`src/rtl/ysyx_25030093_arbiter_pkg.sv`:
```
// Shared types and constants for the two-master / one-slave bus arbiter.
package ysyx_25030093_arb_pkg;

  localparam int unsigned STRB_W = 8;
  localparam int unsigned PERF_W = 32;

  typedef enum logic [1:0] {
    IDLE  = 2'd0,
    RD_M0 = 2'd1,
    RD_M1 = 2'd2,
    WR_M1 = 2'd3
  } arb_state_e;

  localparam logic M0 = 1'b0;
  localparam logic M1 = 1'b1;

endpackage

```
`src/rtl/ysyx_25030093_arbiter_if.sv`:
```
// AXI-lite style read/write channel bundle; master drives requests, slave drives responses.
interface ysyx_25030093_arbiter_if #(
  parameter int unsigned AW = 32,
  parameter int unsigned DW = 32
) ();

  logic [AW-1:0]                           araddr;
  logic                                    arvalid;
  logic                                    arready;
  logic [DW-1:0]                           rdata;
  logic                                    rvalid;
  logic                                    rready;
  logic [AW-1:0]                           awaddr;
  logic                                    awvalid;
  logic                                    awready;
  logic [DW-1:0]                           wdata;
  logic [ysyx_25030093_arb_pkg::STRB_W-1:0] wstrb;
  logic                                    wvalid;
  logic                                    wready;
  logic                                    bvalid;
  logic                                    bready;

  modport master (
    output araddr, arvalid, rready, awaddr, awvalid, wdata, wstrb, wvalid, bready,
    input  arready, rdata, rvalid, awready, wready, bvalid
  );

  modport slave (
    input  araddr, arvalid, rready, awaddr, awvalid, wdata, wstrb, wvalid, bready,
    output arready, rdata, rvalid, awready, wready, bvalid
  );

endinterface

```
`src/rtl/ysyx_25030093_arbiter.sv`:
```
// Arbiter between IFU (m0, read-only) and LSU (m1) onto one shared slave port.
// One transaction in flight at a time; writes have priority, read ties alternate.
// Optional macro ARB_PERF_CNT_EN adds grant/conflict counters as extra output ports.
module ysyx_25030093_arbiter
  import ysyx_25030093_arb_pkg::*;
#(
  parameter int unsigned AW = 32,
  parameter int unsigned DW = 32
) (
  input  logic                   clk,
  input  logic                   rst,
  ysyx_25030093_arbiter_if.slave  m0,
  ysyx_25030093_arbiter_if.slave  m1,
  ysyx_25030093_arbiter_if.master s
`ifdef ARB_PERF_CNT_EN
  ,
  output logic [PERF_W-1:0]      perf_m0_gnt,
  output logic [PERF_W-1:0]      perf_m1_rd_gnt,
  output logic [PERF_W-1:0]      perf_m1_wr_gnt,
  output logic [PERF_W-1:0]      perf_conflict
`endif
);

  arb_state_e state_q, state_d;
  logic       last_gnt_q, last_gnt_d;
  logic       wr_req_c;
  logic       rd_tie_c;

  assign wr_req_c = m1.awvalid & m1.wvalid;
  assign rd_tie_c = m0.arvalid & m1.arvalid;

  // State and last-grant registers; reset favours M0 on the first tie
  always_ff @(posedge clk or posedge rst) begin
    if (rst) begin
      state_q    <= IDLE;
      last_gnt_q <= M1;
    end else begin
      state_q    <= state_d;
      last_gnt_q <= last_gnt_d;
    end
  end

  // Arbitration, completion detection and channel routing
  always_comb begin
    state_d    = state_q;
    last_gnt_d = last_gnt_q;

    s.araddr   = AW'(0);
    s.arvalid  = 1'b0;
    s.rready   = 1'b0;
    s.awaddr   = AW'(0);
    s.awvalid  = 1'b0;
    s.wdata    = DW'(0);
    s.wstrb    = STRB_W'(0);
    s.wvalid   = 1'b0;
    s.bready   = 1'b0;

    m0.arready = 1'b0;
    m0.rdata   = DW'(0);
    m0.rvalid  = 1'b0;
    m0.awready = 1'b0;
    m0.wready  = 1'b0;
    m0.bvalid  = 1'b0;

    m1.arready = 1'b0;
    m1.rdata   = DW'(0);
    m1.rvalid  = 1'b0;
    m1.awready = 1'b0;
    m1.wready  = 1'b0;
    m1.bvalid  = 1'b0;

    case (state_q)
      IDLE: begin
        // A write needs both address and data present before it is granted
        if (wr_req_c) begin
          state_d = WR_M1;
        end else if (rd_tie_c) begin
          state_d = (last_gnt_q == M1) ? RD_M0 : RD_M1;
        end else if (m0.arvalid) begin
          state_d = RD_M0;
        end else if (m1.arvalid) begin
          state_d = RD_M1;
        end
      end
      RD_M0: begin
        s.araddr   = m0.araddr;
        s.arvalid  = m0.arvalid;
        s.rready   = m0.rready;
        m0.arready = s.arready;
        m0.rdata   = s.rdata;
        m0.rvalid  = s.rvalid;
        if (s.rvalid && m0.rready) begin
          state_d    = IDLE;
          last_gnt_d = M0;
        end
      end
      RD_M1: begin
        s.araddr   = m1.araddr;
        s.arvalid  = m1.arvalid;
        s.rready   = m1.rready;
        m1.arready = s.arready;
        m1.rdata   = s.rdata;
        m1.rvalid  = s.rvalid;
        if (s.rvalid && m1.rready) begin
          state_d    = IDLE;
          last_gnt_d = M1;
        end
      end
      WR_M1: begin
        s.awaddr   = m1.awaddr;
        s.awvalid  = m1.awvalid;
        s.wdata    = m1.wdata;
        s.wstrb    = m1.wstrb;
        s.wvalid   = m1.wvalid;
        s.bready   = m1.bready;
        m1.awready = s.awready;
        m1.wready  = s.wready;
        m1.bvalid  = s.bvalid;
        if (s.bvalid && m1.bready) begin
          state_d    = IDLE;
          last_gnt_d = M1;
        end
      end
      default: state_d = IDLE;
    endcase
  end

`ifdef ARB_PERF_CNT_EN
  logic grant_c;
  logic conflict_c;

  assign grant_c    = (state_q == IDLE) && (state_d != IDLE);
  assign conflict_c = (state_q == IDLE) && m0.arvalid && (m1.arvalid || wr_req_c);

  // Wrapping grant and conflict counters, updated on the grant edge
  always_ff @(posedge clk or posedge rst) begin
    if (rst) begin
      perf_m0_gnt    <= PERF_W'(0);
      perf_m1_rd_gnt <= PERF_W'(0);
      perf_m1_wr_gnt <= PERF_W'(0);
      perf_conflict  <= PERF_W'(0);
    end else begin
      if (grant_c && state_d == RD_M0) perf_m0_gnt    <= perf_m0_gnt + PERF_W'(1);
      if (grant_c && state_d == RD_M1) perf_m1_rd_gnt <= perf_m1_rd_gnt + PERF_W'(1);
      if (grant_c && state_d == WR_M1) perf_m1_wr_gnt <= perf_m1_wr_gnt + PERF_W'(1);
      if (conflict_c)                  perf_conflict  <= perf_conflict + PERF_W'(1);
    end
  end
`endif

endmodule

```
`src/flat_wrapper.sv`:
```
// flat-port wrapper written by rule: the top's interface ports become plain ports
module ysyx_25030093_arbiter_flat import ysyx_25030093_arb_pkg::*;
#(
  parameter int unsigned AW = 32,
  parameter int unsigned DW = 32
)
  (clk, rst, m0_araddr, m0_arvalid, m0_rready, m0_awaddr, m0_awvalid, m0_wdata, m0_wstrb, m0_wvalid, m0_bready, m0_arready, m0_rdata, m0_rvalid, m0_awready, m0_wready, m0_bvalid, m1_araddr, m1_arvalid, m1_rready, m1_awaddr, m1_awvalid, m1_wdata, m1_wstrb, m1_wvalid, m1_bready, m1_arready, m1_rdata, m1_rvalid, m1_awready, m1_wready, m1_bvalid, s_araddr, s_arvalid, s_rready, s_awaddr, s_awvalid, s_wdata, s_wstrb, s_wvalid, s_bready, s_arready, s_rdata, s_rvalid, s_awready, s_wready, s_bvalid);
  ysyx_25030093_arbiter_if #(.AW(AW), .DW(DW)) m0_i ();
  ysyx_25030093_arbiter_if #(.AW(AW), .DW(DW)) m1_i ();
  ysyx_25030093_arbiter_if #(.AW(AW), .DW(DW)) s_i ();
  input  logic clk;
  input  logic rst;
  input wire logic [$bits(m0_i.araddr)-1:0] m0_araddr;
  input wire logic [$bits(m0_i.arvalid)-1:0] m0_arvalid;
  input wire logic [$bits(m0_i.rready)-1:0] m0_rready;
  input wire logic [$bits(m0_i.awaddr)-1:0] m0_awaddr;
  input wire logic [$bits(m0_i.awvalid)-1:0] m0_awvalid;
  input wire logic [$bits(m0_i.wdata)-1:0] m0_wdata;
  input wire logic [$bits(m0_i.wstrb)-1:0] m0_wstrb;
  input wire logic [$bits(m0_i.wvalid)-1:0] m0_wvalid;
  input wire logic [$bits(m0_i.bready)-1:0] m0_bready;
  output wire logic [$bits(m0_i.arready)-1:0] m0_arready;
  output wire logic [$bits(m0_i.rdata)-1:0] m0_rdata;
  output wire logic [$bits(m0_i.rvalid)-1:0] m0_rvalid;
  output wire logic [$bits(m0_i.awready)-1:0] m0_awready;
  output wire logic [$bits(m0_i.wready)-1:0] m0_wready;
  output wire logic [$bits(m0_i.bvalid)-1:0] m0_bvalid;
  input wire logic [$bits(m1_i.araddr)-1:0] m1_araddr;
  input wire logic [$bits(m1_i.arvalid)-1:0] m1_arvalid;
  input wire logic [$bits(m1_i.rready)-1:0] m1_rready;
  input wire logic [$bits(m1_i.awaddr)-1:0] m1_awaddr;
  input wire logic [$bits(m1_i.awvalid)-1:0] m1_awvalid;
  input wire logic [$bits(m1_i.wdata)-1:0] m1_wdata;
  input wire logic [$bits(m1_i.wstrb)-1:0] m1_wstrb;
  input wire logic [$bits(m1_i.wvalid)-1:0] m1_wvalid;
  input wire logic [$bits(m1_i.bready)-1:0] m1_bready;
  output wire logic [$bits(m1_i.arready)-1:0] m1_arready;
  output wire logic [$bits(m1_i.rdata)-1:0] m1_rdata;
  output wire logic [$bits(m1_i.rvalid)-1:0] m1_rvalid;
  output wire logic [$bits(m1_i.awready)-1:0] m1_awready;
  output wire logic [$bits(m1_i.wready)-1:0] m1_wready;
  output wire logic [$bits(m1_i.bvalid)-1:0] m1_bvalid;
  output wire logic [$bits(s_i.araddr)-1:0] s_araddr;
  output wire logic [$bits(s_i.arvalid)-1:0] s_arvalid;
  output wire logic [$bits(s_i.rready)-1:0] s_rready;
  output wire logic [$bits(s_i.awaddr)-1:0] s_awaddr;
  output wire logic [$bits(s_i.awvalid)-1:0] s_awvalid;
  output wire logic [$bits(s_i.wdata)-1:0] s_wdata;
  output wire logic [$bits(s_i.wstrb)-1:0] s_wstrb;
  output wire logic [$bits(s_i.wvalid)-1:0] s_wvalid;
  output wire logic [$bits(s_i.bready)-1:0] s_bready;
  input wire logic [$bits(s_i.arready)-1:0] s_arready;
  input wire logic [$bits(s_i.rdata)-1:0] s_rdata;
  input wire logic [$bits(s_i.rvalid)-1:0] s_rvalid;
  input wire logic [$bits(s_i.awready)-1:0] s_awready;
  input wire logic [$bits(s_i.wready)-1:0] s_wready;
  input wire logic [$bits(s_i.bvalid)-1:0] s_bvalid;
  assign m0_i.araddr = m0_araddr;
  assign m0_i.arvalid = m0_arvalid;
  assign m0_i.rready = m0_rready;
  assign m0_i.awaddr = m0_awaddr;
  assign m0_i.awvalid = m0_awvalid;
  assign m0_i.wdata = m0_wdata;
  assign m0_i.wstrb = m0_wstrb;
  assign m0_i.wvalid = m0_wvalid;
  assign m0_i.bready = m0_bready;
  assign m0_arready = m0_i.arready;
  assign m0_rdata = m0_i.rdata;
  assign m0_rvalid = m0_i.rvalid;
  assign m0_awready = m0_i.awready;
  assign m0_wready = m0_i.wready;
  assign m0_bvalid = m0_i.bvalid;
  assign m1_i.araddr = m1_araddr;
  assign m1_i.arvalid = m1_arvalid;
  assign m1_i.rready = m1_rready;
  assign m1_i.awaddr = m1_awaddr;
  assign m1_i.awvalid = m1_awvalid;
  assign m1_i.wdata = m1_wdata;
  assign m1_i.wstrb = m1_wstrb;
  assign m1_i.wvalid = m1_wvalid;
  assign m1_i.bready = m1_bready;
  assign m1_arready = m1_i.arready;
  assign m1_rdata = m1_i.rdata;
  assign m1_rvalid = m1_i.rvalid;
  assign m1_awready = m1_i.awready;
  assign m1_wready = m1_i.wready;
  assign m1_bvalid = m1_i.bvalid;
  assign s_araddr = s_i.araddr;
  assign s_arvalid = s_i.arvalid;
  assign s_rready = s_i.rready;
  assign s_awaddr = s_i.awaddr;
  assign s_awvalid = s_i.awvalid;
  assign s_wdata = s_i.wdata;
  assign s_wstrb = s_i.wstrb;
  assign s_wvalid = s_i.wvalid;
  assign s_bready = s_i.bready;
  assign s_i.arready = s_arready;
  assign s_i.rdata = s_rdata;
  assign s_i.rvalid = s_rvalid;
  assign s_i.awready = s_awready;
  assign s_i.wready = s_wready;
  assign s_i.bvalid = s_bvalid;
  ysyx_25030093_arbiter #(.AW(AW), .DW(DW)) u_core (.clk(clk), .rst(rst), .m0(m0_i), .m1(m1_i), .s(s_i));
endmodule
```
`config.mk`:
```
export PLATFORM = sky130hd
export DESIGN_NAME = ysyx_25030093_arbiter_flat
export DESIGN_NICKNAME = d
export VERILOG_FILES = /design/src/rtl/ysyx_25030093_arbiter_pkg.sv /design/src/rtl/ysyx_25030093_arbiter_if.sv /design/src/rtl/ysyx_25030093_arbiter.sv /design/src/flat_wrapper.sv
export SDC_FILE = /design/constraint.sdc
export NUM_CORES = 1
export LEC_CHECK = 0
export CORE_AREA = 2 2 172 174
export CTS_BUF_LIST = sky130_fd_sc_hd__clkbuf_4
export DETAILED_ROUTE_END_ITERATION = 8
export DIE_AREA = 0 0 174 176
export MAX_ROUTING_LAYER = met4
export PLACE_DENSITY = 0.44
export SLEW_MARGIN = 20
export SYNTH_ARGS = -nofsm -noshare
export SYNTH_HDL_FRONTEND = slang
export SYNTH_SLANG_ARGS = --single-unit
```
`constraint.sdc`:
```
create_clock -name clk -period 1.7 [get_ports clk]
set_input_delay 0.34 -clock clk [delete_from_list [all_inputs] [get_ports clk]]
set_output_delay 0.34 -clock clk [all_outputs]
set_load 0.03 [all_outputs]
```
==> impl_metrics.py <==
metrics = {
    "timing": {
        "max_freq_mhz": 501,
        "period_share_pct": 117,
        "rsz0062_at_grt": "true",
        "finalHoldViolCount": 0,
        "drv_slew": 0,
        "finalCriticalPeriod_ps": 1990,
        "final.setup.worst_slack_ps": -295,
        "skew_ps": 3.70,
        "setup_viol": 183,
    },
    "grt": {
        "grt_max_degree": 30,
        "grtUsageTotal_pct": 10.1,
        "grt_pass1_wl_mm": 23.0,
        "antenna_found_initial": 0,
        "grt_pass1_vias": 3751,
        "overflow": 0,
    },
    "power_and_ir_drop": {
        "powerDensity_nw_per_um2": 1290,
        "power.leakage_nw": 3.19,
        "power_mw": 9.78,
        "peakVddDrop_mv": 0.518,
    },
    "floorplan": {
        "die_h_um": 176,
        "start_util_pct": 6.16,
        "die-area_um2": 30600,
        "die_w_um": 174,
        "row_count": 62,
        "core_um2": 28500,
        "ios": 440,
    },
    "setup_path": {
        "crit_start": "u_core.state_q[0]",
        "crit_fanout": 8,
        "crit_chain": "buf_4, ha_4, buf_12, buf_12, a22oi_1, nor2b_2, buf_4",
        "reg2reg_from": "u_core.state_q[0]",
        "critical_path_class": "register to primary output",
        "path_buf_inv": 4,
        "end_kind": "primary output",
        "critPathRequiredTime_ps": 1360,
        "critPathLaunchType": "register",
        "cpLargestDelayFamily": "buffers and inverters",
        "max_stage_delay_ps": 380,
        "arrival_ps": 1650,
        "cpMaxStageDelayCell": "dfrtp_1",
    },
    "logic_synthesis": {
        "yosysSeqAreaShare_pct": 4.34,
        "synthArstFlopShare_pct": 100,
        "synth-edff-count": 0,
        "yosys_warnings": 0,
        "synth_area_um2": 1760,
        "synthesis.instances": 274,
        "ys_types": 21,
        "ys.flop_type": "dfrtp_1",
        "yosysTopAreaCell": "and2_1",
        "netlist.area_leader.share_pct": 52.3,
        "avgSynthCellArea_um2": 6.42,
        "synth-seq-cells": 3,
        "synth.area.top_cells": "and2_1 52%, a22oi_1 15%, nor2b_1 12%",
    },
    "route": {
        "drtAntennaViolNets": 0,
        "viasPerCell": 3.40,
        "first_iter_violations": 37,
        "drt_pass1_iterations": 4,
        "drc": 0,
        "routed_wire_length_per_instance_um": 16.5,
        "wirelength_mm": 17.4,
        "vias": 3585,
    },
    "finish": {
        "fin_area_um2": 7600,
        "drive_above_1_share_pct": 65.7,
        "utilization_pct": 26.6,
        "fin_nets": 932,
        "layout_commonest_cell": "clkdlybuf4s50_1",
        "antennaDiodeCount": 0,
        "mostFrequentLayoutCells": "181 x clkdlybuf4s50_1, 155 x buf_6, 105 x and2_4, 43 x buf_12",
        "syn_to_final_growth_pct": 332,
    },
    "clock_network": {
        "holdBufCountCts": 0,
        "clk_pin_slew_worst_paths_ps": 40,
        "clk_path_buf_depth": 2,
        "cts_made_buffers": 3,
        "clock_latency_ps": 230,
        "cts-htree-levels": 1,
        "clock-root-buffer": "clkbuf_4",
        "cts_tree": "built",
        "cts_sinks": 3,
    },
    "outcome": {
        "status": "complete, but fails checks",
        "violations": "negative setup slack",
    },
    "min_path": {
        "hp-class": "primary input to asynchronous set/reset pin",
    },
    "place": {
        "numPortBuffers": 361,
        "pre_cts_slack_ps": -296,
        "place_hpwl_mm": 13.3,
        "gp_congestion": 0.697,
        "place_area_um2": 6150,
    },
    "flow_run": {
        "cap_violations": 0,
    },
}
-- metrics by stage --
stage | instances | TNS (ps) | hold WS (ps)
detailed placement | 1023 | -4510 | 463
global placement | 1023 | -4010 | 455
floorplan | 276 | -1170 | 92.9
global route | 1054 | -50250 | 298
finish | 1054 | -38850 | 285
CTS | 1039 | -40250 | 283
-- worst paths after layout --
kind | cells past startpoint | slack [ps] | to
worst max-delay path | 7 | -290 | s_araddr[8]
worst min register to register | 2 | 460 | u_core.last_gnt_q
worst min-delay path | 2 | 290 | u_core.state_q[0]
worst max register to register | 7 | -270 | u_core.state_q[1]
min in group clk | 2 | 460 | u_core.last_gnt_q
max in group asynchronous | 2 | 1190 | u_core.last_gnt_q
-- cell families (layout without fill, tap and decap cells) --
kind of cell	Yosys count	after routing	share of synthesized area, %
AO/OA/AOI/OAI	37	37	15.7
adder cells (fa/ha/maj)	4	4	2.85
buffers and inverters	35	429	8.32
flip-flops	3	3	4.34
multiplexers	3	3	1.85
other	1	3	0.213
AND/OR/NAND/NOR	191	191	66.7
-- cells in the mapped netlist, types with 2 or more instances --
library cell / instances
buf_2: 2
dfrtp_1: 2
a22oi_1: 34
nor2b_1: 34
buf_4: 3
inv_1: 5
ha_1: 4
and2_1: 147
clkbuf_1: 24
nor2_1: 2
nand2_1: 6
mux2_1: 2
-- registers in the layout (all words and copies together) (netlist names) --
signal / flops
u_core.last_gnt_q: 1
u_core.state_q: 2
-- routing by layer --
layer	global-route usage (%)	vias up	part of all wire, %
li1	-	1668	-
met1	10.2	1655	36
met2	20.3	256	55
met3	2.24	6	8.2
met4	1.30	0	0.94
met5	-	-	0
-- area by class of cell --
cell class	instances	area, um^2
Multi-Input combinational cell	238	2120
Timing Repair Buffer	420	4870
Inverter	5	26.3
Sequential cell	3	77.6
Tap cell	384	480
Clock buffer	4	30.0
Fill cell	2998	20900
-- worst register-to-register path, delay by kind of cell, from the launching register on --
| family | cells | cell delay, ps |
|---|---|---|
| AND/OR/NAND/NOR | 1 | 170 |
| multiplexers | 1 | 330 |
| buffers and inverters | 3 | 390 |
| flip-flops | 1 | 380 |
| adder cells (fa/ha/maj) | 1 | 200 |
| AO/OA/AOI/OAI | 1 | 380 |
-- report_power, final --
group          switching, mW  internal, mW  leakage, nW
sequential            0.0322         0.116       0.0346
clock                 0.0378         0.104       0.0184
combinational           4.46          5.03         3.14
total                   4.53          5.25         3.19
-- timing repair --
action / CTS / global route
endpoints found under the setup margin: 183 / 183
buffers inserted: 6 / 11
resized for setup: 172 / 142
gates cloned: 6 / 6
pin swaps: 4 / 4
No activity file was read; power rests on OpenSTA's default activity.
